[src/rtl/isp_pkg.sv]
// Shared constants, beat record and FSM encoding for the ISP DRAM picture reader.
// No logic of its own; address helper is purely combinational.
// No flow control here; users apply their own valid/ready handling.
package isp_pkg;

  // Picture layout in DRAM
  localparam logic [31:0] BASE_ADDR  = 32'h0001_0000;
  localparam int unsigned PIC_BYTES  = 3072;
  localparam int unsigned BEATS      = 192;
  localparam int unsigned FIFO_DEPTH = 4;

  // AXI4 encodings
  localparam logic [2:0] AXI_SIZE_16B   = 3'b100;
  localparam logic [1:0] AXI_BURST_INCR = 2'b01;
  localparam logic [1:0] AXI_RESP_OKAY  = 2'b00;
  localparam logic [3:0] AXI_ID         = 4'h0;

  // Reader FSM states
  localparam logic [1:0] ST_IDLE  = 2'd0;
  localparam logic [1:0] ST_AR    = 2'd1;
  localparam logic [1:0] ST_RD    = 2'd2;
  localparam logic [1:0] ST_DRAIN = 2'd3;

  // One buffered read beat: 128 data + 8 index + 1 last = 137 bits
  typedef struct packed {
    logic [127:0] data;
    logic [7:0]   idx;
    logic         last;
  } beat_t;

  // Burst start address of a picture; 15*3072 fits easily in 32 bits
  function automatic logic [31:0] pic_addr(input logic [3:0] pic_no);
    return BASE_ADDR + (32'(pic_no) * 32'(PIC_BYTES));
  endfunction

endpackage

[src/rtl/isp_beat_fifo.sv]
// Generic synchronous FIFO with occupancy count; head shows zero while empty.
// Latency: a pushed entry is visible at the head the cycle after the push.
// Backpressure: push ignored when full unless a pop happens in the same cycle.
module isp_beat_fifo #(
  parameter int WIDTH = 137,
  parameter int DEPTH = 4
) (
  input  logic                     clk,
  input  logic                     rst_n,
  input  logic                     push,
  input  logic [WIDTH-1:0]         push_data,
  input  logic                     pop,
  output logic [WIDTH-1:0]         head,
  output logic                     empty,
  output logic                     full,
  output logic [$clog2(DEPTH):0]   count
);

  localparam int AW = $clog2(DEPTH);

  logic [WIDTH-1:0] mem [DEPTH];
  logic [AW-1:0]    wr_ptr;
  logic [AW-1:0]    rd_ptr;
  logic             do_push;
  logic             do_pop;

  assign empty   = (count == '0);
  assign full    = (count == (AW+1)'(DEPTH));
  assign do_pop  = pop && !empty;
  assign do_push = push && (!full || do_pop);
  assign head    = empty ? '0 : mem[rd_ptr];

  // Pointer and occupancy bookkeeping; simultaneous push/pop leaves count unchanged
  always_ff @(posedge clk or negedge rst_n) begin
    if (!rst_n) begin
      wr_ptr <= '0;
      rd_ptr <= '0;
      count  <= '0;
    end else begin
      if (do_push) wr_ptr <= wr_ptr + AW'(1);
      if (do_pop)  rd_ptr <= rd_ptr + AW'(1);
      case ({do_push, do_pop})
        2'b10:   count <= count + (AW+1)'(1);
        2'b01:   count <= count - (AW+1)'(1);
        default: count <= count;
      endcase
    end
  end

  // Storage needs no reset: the head is masked while empty
  always_ff @(posedge clk) begin
    if (do_push) mem[wr_ptr] <= push_data;
  end

endmodule

[src/rtl/isp_dram_reader.sv]
// AXI4 single-burst picture fetcher feeding 128-bit beats to the ISP core.
// Latency: arvalid one cycle after start; each beat reaches dout one cycle after its R handshake.
// Backpressure: rready follows registered FIFO occupancy only; no path from dout_ready.
module isp_dram_reader (
  input  logic         clk,
  input  logic         rst_n,
  input  logic         start,
  input  logic [3:0]   pic_no,
  output logic         busy,
  output logic         done,
  output logic         err,
  output logic [3:0]   arid_s_inf,
  output logic [31:0]  araddr_s_inf,
  output logic [7:0]   arlen_s_inf,
  output logic [2:0]   arsize_s_inf,
  output logic [1:0]   arburst_s_inf,
  output logic         arvalid_s_inf,
  input  logic         arready_s_inf,
  input  logic [3:0]   rid_s_inf,
  input  logic [127:0] rdata_s_inf,
  input  logic [1:0]   rresp_s_inf,
  input  logic         rlast_s_inf,
  input  logic         rvalid_s_inf,
  output logic         rready_s_inf,
  output logic         dout_valid,
  input  logic         dout_ready,
  output logic [127:0] dout_data,
  output logic [7:0]   dout_idx,
  output logic         dout_last
);

  import isp_pkg::*;

  localparam int CW = $clog2(FIFO_DEPTH) + 1;

  logic [1:0]    state;
  logic [7:0]    beat_cnt;
  logic          beat_acc;
  logic          beat_is_last;
  logic          beat_err;
  beat_t         push_beat;
  beat_t         head_beat;
  logic [136:0]  fifo_head;
  logic          fifo_empty;
  logic          fifo_full;
  logic [CW-1:0] fifo_count;

  assign arid_s_inf    = AXI_ID;
  assign arsize_s_inf  = AXI_SIZE_16B;
  assign arburst_s_inf = AXI_BURST_INCR;

  assign rready_s_inf = (state == ST_RD) && (fifo_count < CW'(FIFO_DEPTH));
  assign beat_acc     = rvalid_s_inf && rready_s_inf;
  assign beat_is_last = (beat_cnt == 8'(BEATS - 1));

  // Protocol violations are flagged but never alter the beat count
  assign beat_err = (rresp_s_inf != AXI_RESP_OKAY) || (rid_s_inf != AXI_ID) ||
                    (rlast_s_inf != beat_is_last);

  assign push_beat = '{data: rdata_s_inf, idx: beat_cnt, last: beat_is_last};

  isp_beat_fifo #(
    .WIDTH ($bits(beat_t)),
    .DEPTH (FIFO_DEPTH)
  ) u_fifo (
    .clk       (clk),
    .rst_n     (rst_n),
    .push      (beat_acc),
    .push_data (push_beat),
    .pop       (dout_valid && dout_ready),
    .head      (fifo_head),
    .empty     (fifo_empty),
    .full      (fifo_full),
    .count     (fifo_count)
  );

  assign head_beat  = fifo_head;
  assign dout_valid = !fifo_empty;
  assign dout_data  = head_beat.data;
  assign dout_idx   = head_beat.idx;
  assign dout_last  = head_beat.last;

  // Fetch sequencing: address phase, counted data phase, then drain before done
  always_ff @(posedge clk or negedge rst_n) begin
    if (!rst_n) begin
      state         <= ST_IDLE;
      busy          <= 1'b0;
      done          <= 1'b0;
      err           <= 1'b0;
      arvalid_s_inf <= 1'b0;
      araddr_s_inf  <= '0;
      arlen_s_inf   <= '0;
      beat_cnt      <= '0;
    end else begin
      done <= 1'b0;
      case (state)
        ST_IDLE: begin
          if (start) begin
            busy          <= 1'b1;
            err           <= 1'b0;
            araddr_s_inf  <= pic_addr(pic_no);
            arlen_s_inf   <= 8'(BEATS - 1);
            arvalid_s_inf <= 1'b1;
            state         <= ST_AR;
          end
        end
        ST_AR: begin
          if (arready_s_inf) begin
            arvalid_s_inf <= 1'b0;
            beat_cnt      <= '0;
            state         <= ST_RD;
          end
        end
        ST_RD: begin
          if (beat_acc) begin
            if (beat_err) err <= 1'b1;
            beat_cnt <= beat_cnt + 8'd1;
            if (beat_is_last) state <= ST_DRAIN;
          end
        end
        ST_DRAIN: begin
          if (fifo_empty) begin
            done  <= 1'b1;
            busy  <= 1'b0;
            state <= ST_IDLE;
          end
        end
        default: state <= ST_IDLE;
      endcase
    end
  end

endmodule

[config.mk]
export PLATFORM = sky130hd
export DESIGN_NAME = isp_dram_reader
export DESIGN_NICKNAME = d
export VERILOG_FILES = /design/src/rtl/isp_pkg.sv /design/src/rtl/isp_beat_fifo.sv /design/src/rtl/isp_dram_reader.sv
export SDC_FILE = /design/constraint.sdc
export NUM_CORES = 1
export LEC_CHECK = 0
export CAP_MARGIN = 20
export CORE_MARGIN = 2
export CORE_UTILIZATION = 50
export CTS_BUF_LIST = sky130_fd_sc_hd__clkbuf_16
export DETAILED_ROUTE_END_ITERATION = 6
export HOLD_SLACK_MARGIN = 0.06
export PLACE_DENSITY_LB_ADDON = 0.05
export SLEW_MARGIN = 40
export SYNTH_ARGS = -nofsm -noshare
export SYNTH_HDL_FRONTEND = slang
export SYNTH_SLANG_ARGS = --single-unit
[constraint.sdc]
create_clock -name clk -period 5.5 [get_ports clk]
set_input_delay 1.65 -clock clk [delete_from_list [all_inputs] [get_ports clk]]
set_output_delay 1.65 -clock clk [all_outputs]
set_load 0.005 [all_outputs]
**After elaboration in Yosys (flattened, before gate mapping)**

Memory sizes are Yosys's and may differ from the RTL's.
Cells that the tools add are included.

- Register bits: 54
- RAM bits: 548
- Output and inout port bits: 192
- Logic and storage cells: 83
- Memories kept: 1

Memories:

| name | depth | width | rd ports | clocked after Yosys merged registers in | write ports | line | text |
|---|---|---|---|---|---|---|---|
| u_fifo.mem | 4 | 137 | 1 | 0 | 1 | isp_beat_fifo.sv:21 | `logic [WIDTH-1:0] mem [DEPTH];` |

- Add/subtract/negate cells: 6
- $mul: 1
- Magnitude comparators: 1
- Equal/unequal tests: 14
- Muxes and demuxes: 24
- Reductions and logical operators: 25

Operator list:

| cell | number |
|---|---|
| $mux W137 | 1 |
| $add A17 B16 Y18 const A | 1 |
| $mux W8 | 2 |
| $pmux W8 S2 | 1 |
| $reduce_bool A2 Y1 | 6 |
| $mux W1 | 10 |
| $mux W2 | 5 |
| $reduce_and A3 Y1 | 3 |
| $add A8 B1 Y8 const B | 1 |
| $eq A8 B8 Y1 const B | 1 |
| $ne A2 B2 Y1 const B | 4 |
| $pmux W2 S4 | 1 |
| $eq A2 B2 Y1 const B | 3 |
| $mul A4 B2 Y6 const B | 1 |
| $pmux W1 S2 | 3 |
| $pmux W3 S2 | 1 |
| $logic_and A1 B1 Y1 | 5 |
| $reduce_and A5 Y1 | 1 |
| $add A2 B1 Y2 const B | 2 |
| $eq A2 B1 Y1 const B | 2 |
| $ne A2 B1 Y1 const B | 2 |
| $reduce_and A4 Y1 | 1 |
| $reduce_bool A4 Y1 | 1 |
| $add A3 B1 Y3 const B | 1 |
| 9 further kinds | 12 |

**Logic depth before layout (Yosys ltp)**

- Word-level depth: 8
- Mapped depth: 10
- Depth with buffers taken out: 9

**By module**

Synthesis repeated with hierarchy kept, for this count alone.

- Cell total of the unflattened synthesis: 1085
- Area, all modules: 22740.6 um2

By module, submodules not included:

| module | instances | cells each | area an instance (um2) | sequential area each (um2) |
|---|---|---|---|---|
| isp_beat_fifo | 1 | 923 | 21200.3 | 16631.0 |
| isp_dram_reader | 1 | 162 | 1540.2 | 525.5 |

**Worst setup path before layout**

No wires, ideal clock.

- Path kind: input-to-reg
- From: in rvalid_s_inf
- To: mem u_fifo.mem[0][0] (enable)
- Library setup time: 0.514 ns
- Arrival time: 4.833 ns
- Slack: 0.153 ns
- Stages: 1
- Path through: and3_1

- Cells in the longest elaborated chain, start to end: 4

RTL lines:

| item | line | text |
|---|---|---|
| start: declaration | isp_dram_reader.sv:23 | `input logic rvalid_s_inf,` |
| $logic_and A1 B1 Y1 | isp_dram_reader.sv:53 | `assign beat_acc = rvalid_s_inf && rready_s_inf;` |
| $logic_and A1 B1 Y1 | isp_beat_fifo.sv:30 | `assign do_push = push && (!full \|\| do_pop);` |
| $mux W1 | isp_beat_fifo.sv:52 | `if (do_push) mem[wr_ptr] <= push_data;` |
| $mux W1 (implied by the code) | isp_beat_fifo.sv:52 |  |
| end: declaration | isp_beat_fifo.sv:21 |  |

Every way passes these cells.

**Worst setup path after layout**

- From: reg u_fifo.rd_ptr[0]
- To: out dout_data[112]

- Cells in the longest elaborated chain, start to end: 2

RTL lines:

| item | line | text |
|---|---|---|
| start: declaration | isp_beat_fifo.sv:23 | `logic [AW-1:0] rd_ptr;` |
| start signal: assignment | isp_beat_fifo.sv:41 | `if (do_pop) rd_ptr <= rd_ptr + AW'(1);` |
| $mem_v2 Z4 W137 | - |  |
| $mux W137 | isp_beat_fifo.sv:31 | `assign head = empty ? '0 : mem[rd_ptr];` |
| end: declaration | isp_dram_reader.sv:27 | `output logic [127:0] dout_data,` |

Every way passes these cells.

==> metrics <==
status=finished, final reports clean; critical-path cell list=buf_4 -> mux4_2 -> and2_1 -> clkdlybuf4s50_1; startpoint types=register; routed wl met3=3250 um; commonest cells after routing, fill and taps aside=548 x edfxtp_1, 301 x clkdlybuf4s50_1, 138 x and2_1; gr usage total=0.196; final instance area=28100 um^2; Final Setup Violations=0; Avg Cell Area, Syn=21.2 um^2; Core Area=roughly 44000 um^2; TritonRoute pass-1 iters=4; Layout Nets=1554; met2 wire length=21600 um; Setup Buffers After CTS=0; logic gate share of total power=0.334; initial antenna violation count=5; fin util=0.633; DRT met1 WL=19800 um; sequential group share of total power=0.392; IO buf count=301; Die ar.=47000 um^2; relative slew slack=0.437; Die W=217 um; Cell Area, Synth=22600 um^2; final worst path period share=0.859; sequential-to-total area share from yosys stat=0.759; Top Layer Used=met5; clk_lat worst skew=0.61 ns; Max-Cap Viols=0; Crit Path Class=register to output port; Antenna Nets Post-Route=0; RSZ-0062 raised after global routing=no; Net Sw Power=3.70 mW; LEAKAGE=between 9 and 10 nW; average wire per standard cell=22.5 um; via count=10800; hold buffer count at cts=0; CP max-delay cell=dfrtp_4; Synthesis Warnings=0; post-DP HPWL=27300 um; P per Cell Area=497 nW/um^2; CTS clk-pin slew, worst paths=0.06 ns; row count=77; max-slew violations=0; global-route wire length before repair=68900 um; Overflow after GRT=0; DRT Wirelength=45600 um; placed cell count=just under 2000; Initial Util=0.509; gpl congestion=0.715; synth top area cells=edfxtp_1 73%, mux4_2 14%, and2_1 3.8%; setup TNS=0 ns; post-cts resize count=0; Mapped Cells=1069; Layout Area Growth over Synthesis=24.2%; Final Power=around 14 mW; Hold Violations, Final=0; CTS Buf Count=58; Synth top area share=0.728; number of global-route vias before repair=11300; area leader, netlist=edfxtp_1; Slew @ Worst Pin=0.845 ns; ys flop type=edfxtp_1; Peak VDD IR=a little over 0.4 mV; Yosys reg bits=576; H-tree depth=2; IO Pins=337; Worst EP required=roughly 3.9 ns; # DRC=0; worst hold path class=register to register; clock root buffer=clkbuf_16; number of clock sinks=around 580; CTS tree=done; largest net degree at the start of global routing=80; sw frac=0.265; vias per inst=5.31; Placed Area=26200 um^2; Tmin final=4.72 ns; internal power=10.3 mW; worst-path maximum fanout=26; worst stage delay on the critical path=0.82 ns; Max Clock Freq=0.212 GHz; Cell Count, Final, Fillers Out=2029; die height=217 um; fraction of layout cells with a size suffix above 1=0.175; fraction of registers with async set/reset=0.0486; Worst Skew=0.0207 ns; Worst EP arrival=3.07 ns; most common library cell in the layout ignoring fill and taps=edfxtp_1; DRT iter0 DRCs=743; Synth cell types=42; number of flops mapped to enable cells by yosys=548; Critical Path Sink Type=output port; Bufs on Longest Clock Path=3; Clk network pwr share=0.274
==> stage by stage <==
stage,hold slack [ns],setup slack (ns)
finish,0.486,0.777
global route,0.518,0.610
CTS,0.488,0.671
detailed placement,0.476,1.33
global placement,0.467,1.33
floorplan,0.462,0.153
==> cell type report <==
| class | instances | area, um^2 |
|---|---|---|
| antenna | 1 | 2.50 |
| timing repair buffer | 321 | 3340 |
| tap | 592 | 741 |
| clock buffer | 59 | 1480 |
| multi-input combinational | 420 | 4940 |
| sequential | 576 | 17200 |
| inverter | 14 | 52.6 |
| fill | 3148 | 16300 |
| clock inverter | 46 | 382 |
==> sequential cells by signal (all words and copies together) (netlist names) <==
register,flops
busy,1
u_fifo.mem,548
err,1
u_fifo.count,3
araddr_s_inf,7
u_fifo.rd_ptr,2
done,1
state,2
u_fifo.wr_ptr,2
arvalid_s_inf,1
beat_cnt,8
==> worst paths after layout <==
| path | startpoint | end | slack (ns) | cells after the start |
|---|---|---|---|---|
| worst max-delay path | u_fifo.rd_ptr[0] | dout_data[112] | 0.78 | 4 |
| worst min-delay path | araddr_s_inf[14] | araddr_s_inf[14] | 0.49 | 2 |
| worst max register to register | state[0] | u_fifo.mem[2][25] | 2.59 | 5 |
| worst min register to register | araddr_s_inf[14] | araddr_s_inf[14] | 0.49 | 2 |
| max in group asynchronous | rst_n | araddr_s_inf[15] | 3.35 | 2 |
| min in group asynchronous | rst_n | beat_cnt[0] | 1.47 | 1 |
==> synthesized netlist by cell type (2+ instances only) <==
| master | number |
|---|---|
| a21oi_1 | 9 |
| and2_1 | 138 |
| and3_1 | 4 |
| buf_1 | 10 |
| buf_2 | 10 |
| buf_4 | 45 |
| buf_6 | 12 |
| clkbuf_1 | 15 |
| conb_1 | 2 |
| dfrtp_1 | 28 |
| edfxtp_1 | 548 |
| fa_1 | 2 |
| ha_1 | 16 |
| inv_1 | 14 |
| mux2_2 | 3 |
| mux4_2 | 137 |
| nand2_1 | 12 |
| nand2b_1 | 2 |
| nand3_1 | 3 |
| nor2_1 | 7 |
| nor2b_1 | 3 |
| o21ai_0 | 9 |
| o21ai_1 | 7 |
| o31ai_1 | 4 |
| or3_1 | 4 |
| or4_1 | 2 |
| xnor2_1 | 6 |
| xor2_1 | 3 |
==> power by group through the flow <==
| stage | clock [mW] | combinational (mW) | sequential, mW |
|---|---|---|---|
| floorplan | 0 | 2.58 | 5.41 |
| global placement | 0 | 4.74 | 5.56 |
| detailed placement | 0 | 4.75 | 5.57 |
| CTS | 3.91 | 4.78 | 5.48 |
| global route | 4.09 | 5.03 | 5.52 |
| finish | 3.82 | 4.66 | 5.47 |
==> per-layer routing <==
metal,global-route usage,up-vias
li1,-,4828
met1,0.280,5568
met2,0.301,294
met3,0.0539,66
met4,0.0555,8
met5,0,-
==> logic make-up after synthesis <==
| family | after synthesis | synth area share |
|---|---|---|
| flip-flops | 576 | 0.759 |
| AND/OR/NAND/NOR | 183 | 0.0496 |
| multiplexers | 141 | 0.139 |
| buffers and inverters | 106 | 0.0296 |
| AO/OA/AOI/OAI | 34 | 0.00918 |
| adder cells (fa/ha/maj) | 18 | 0.0106 |
| XOR/XNOR | 9 | 0.00349 |
| other | 2 | 0.000332 |
==> critical path, delay by kind of cell (launching register included) <==
family | cells | cell delay [ns]
AND/OR/NAND/NOR | 1 | 0.18
multiplexers | 1 | 0.58
buffers and inverters | 2 | 0.90
flip-flops | 1 | 0.82
(Power assumes the default switching activity.)
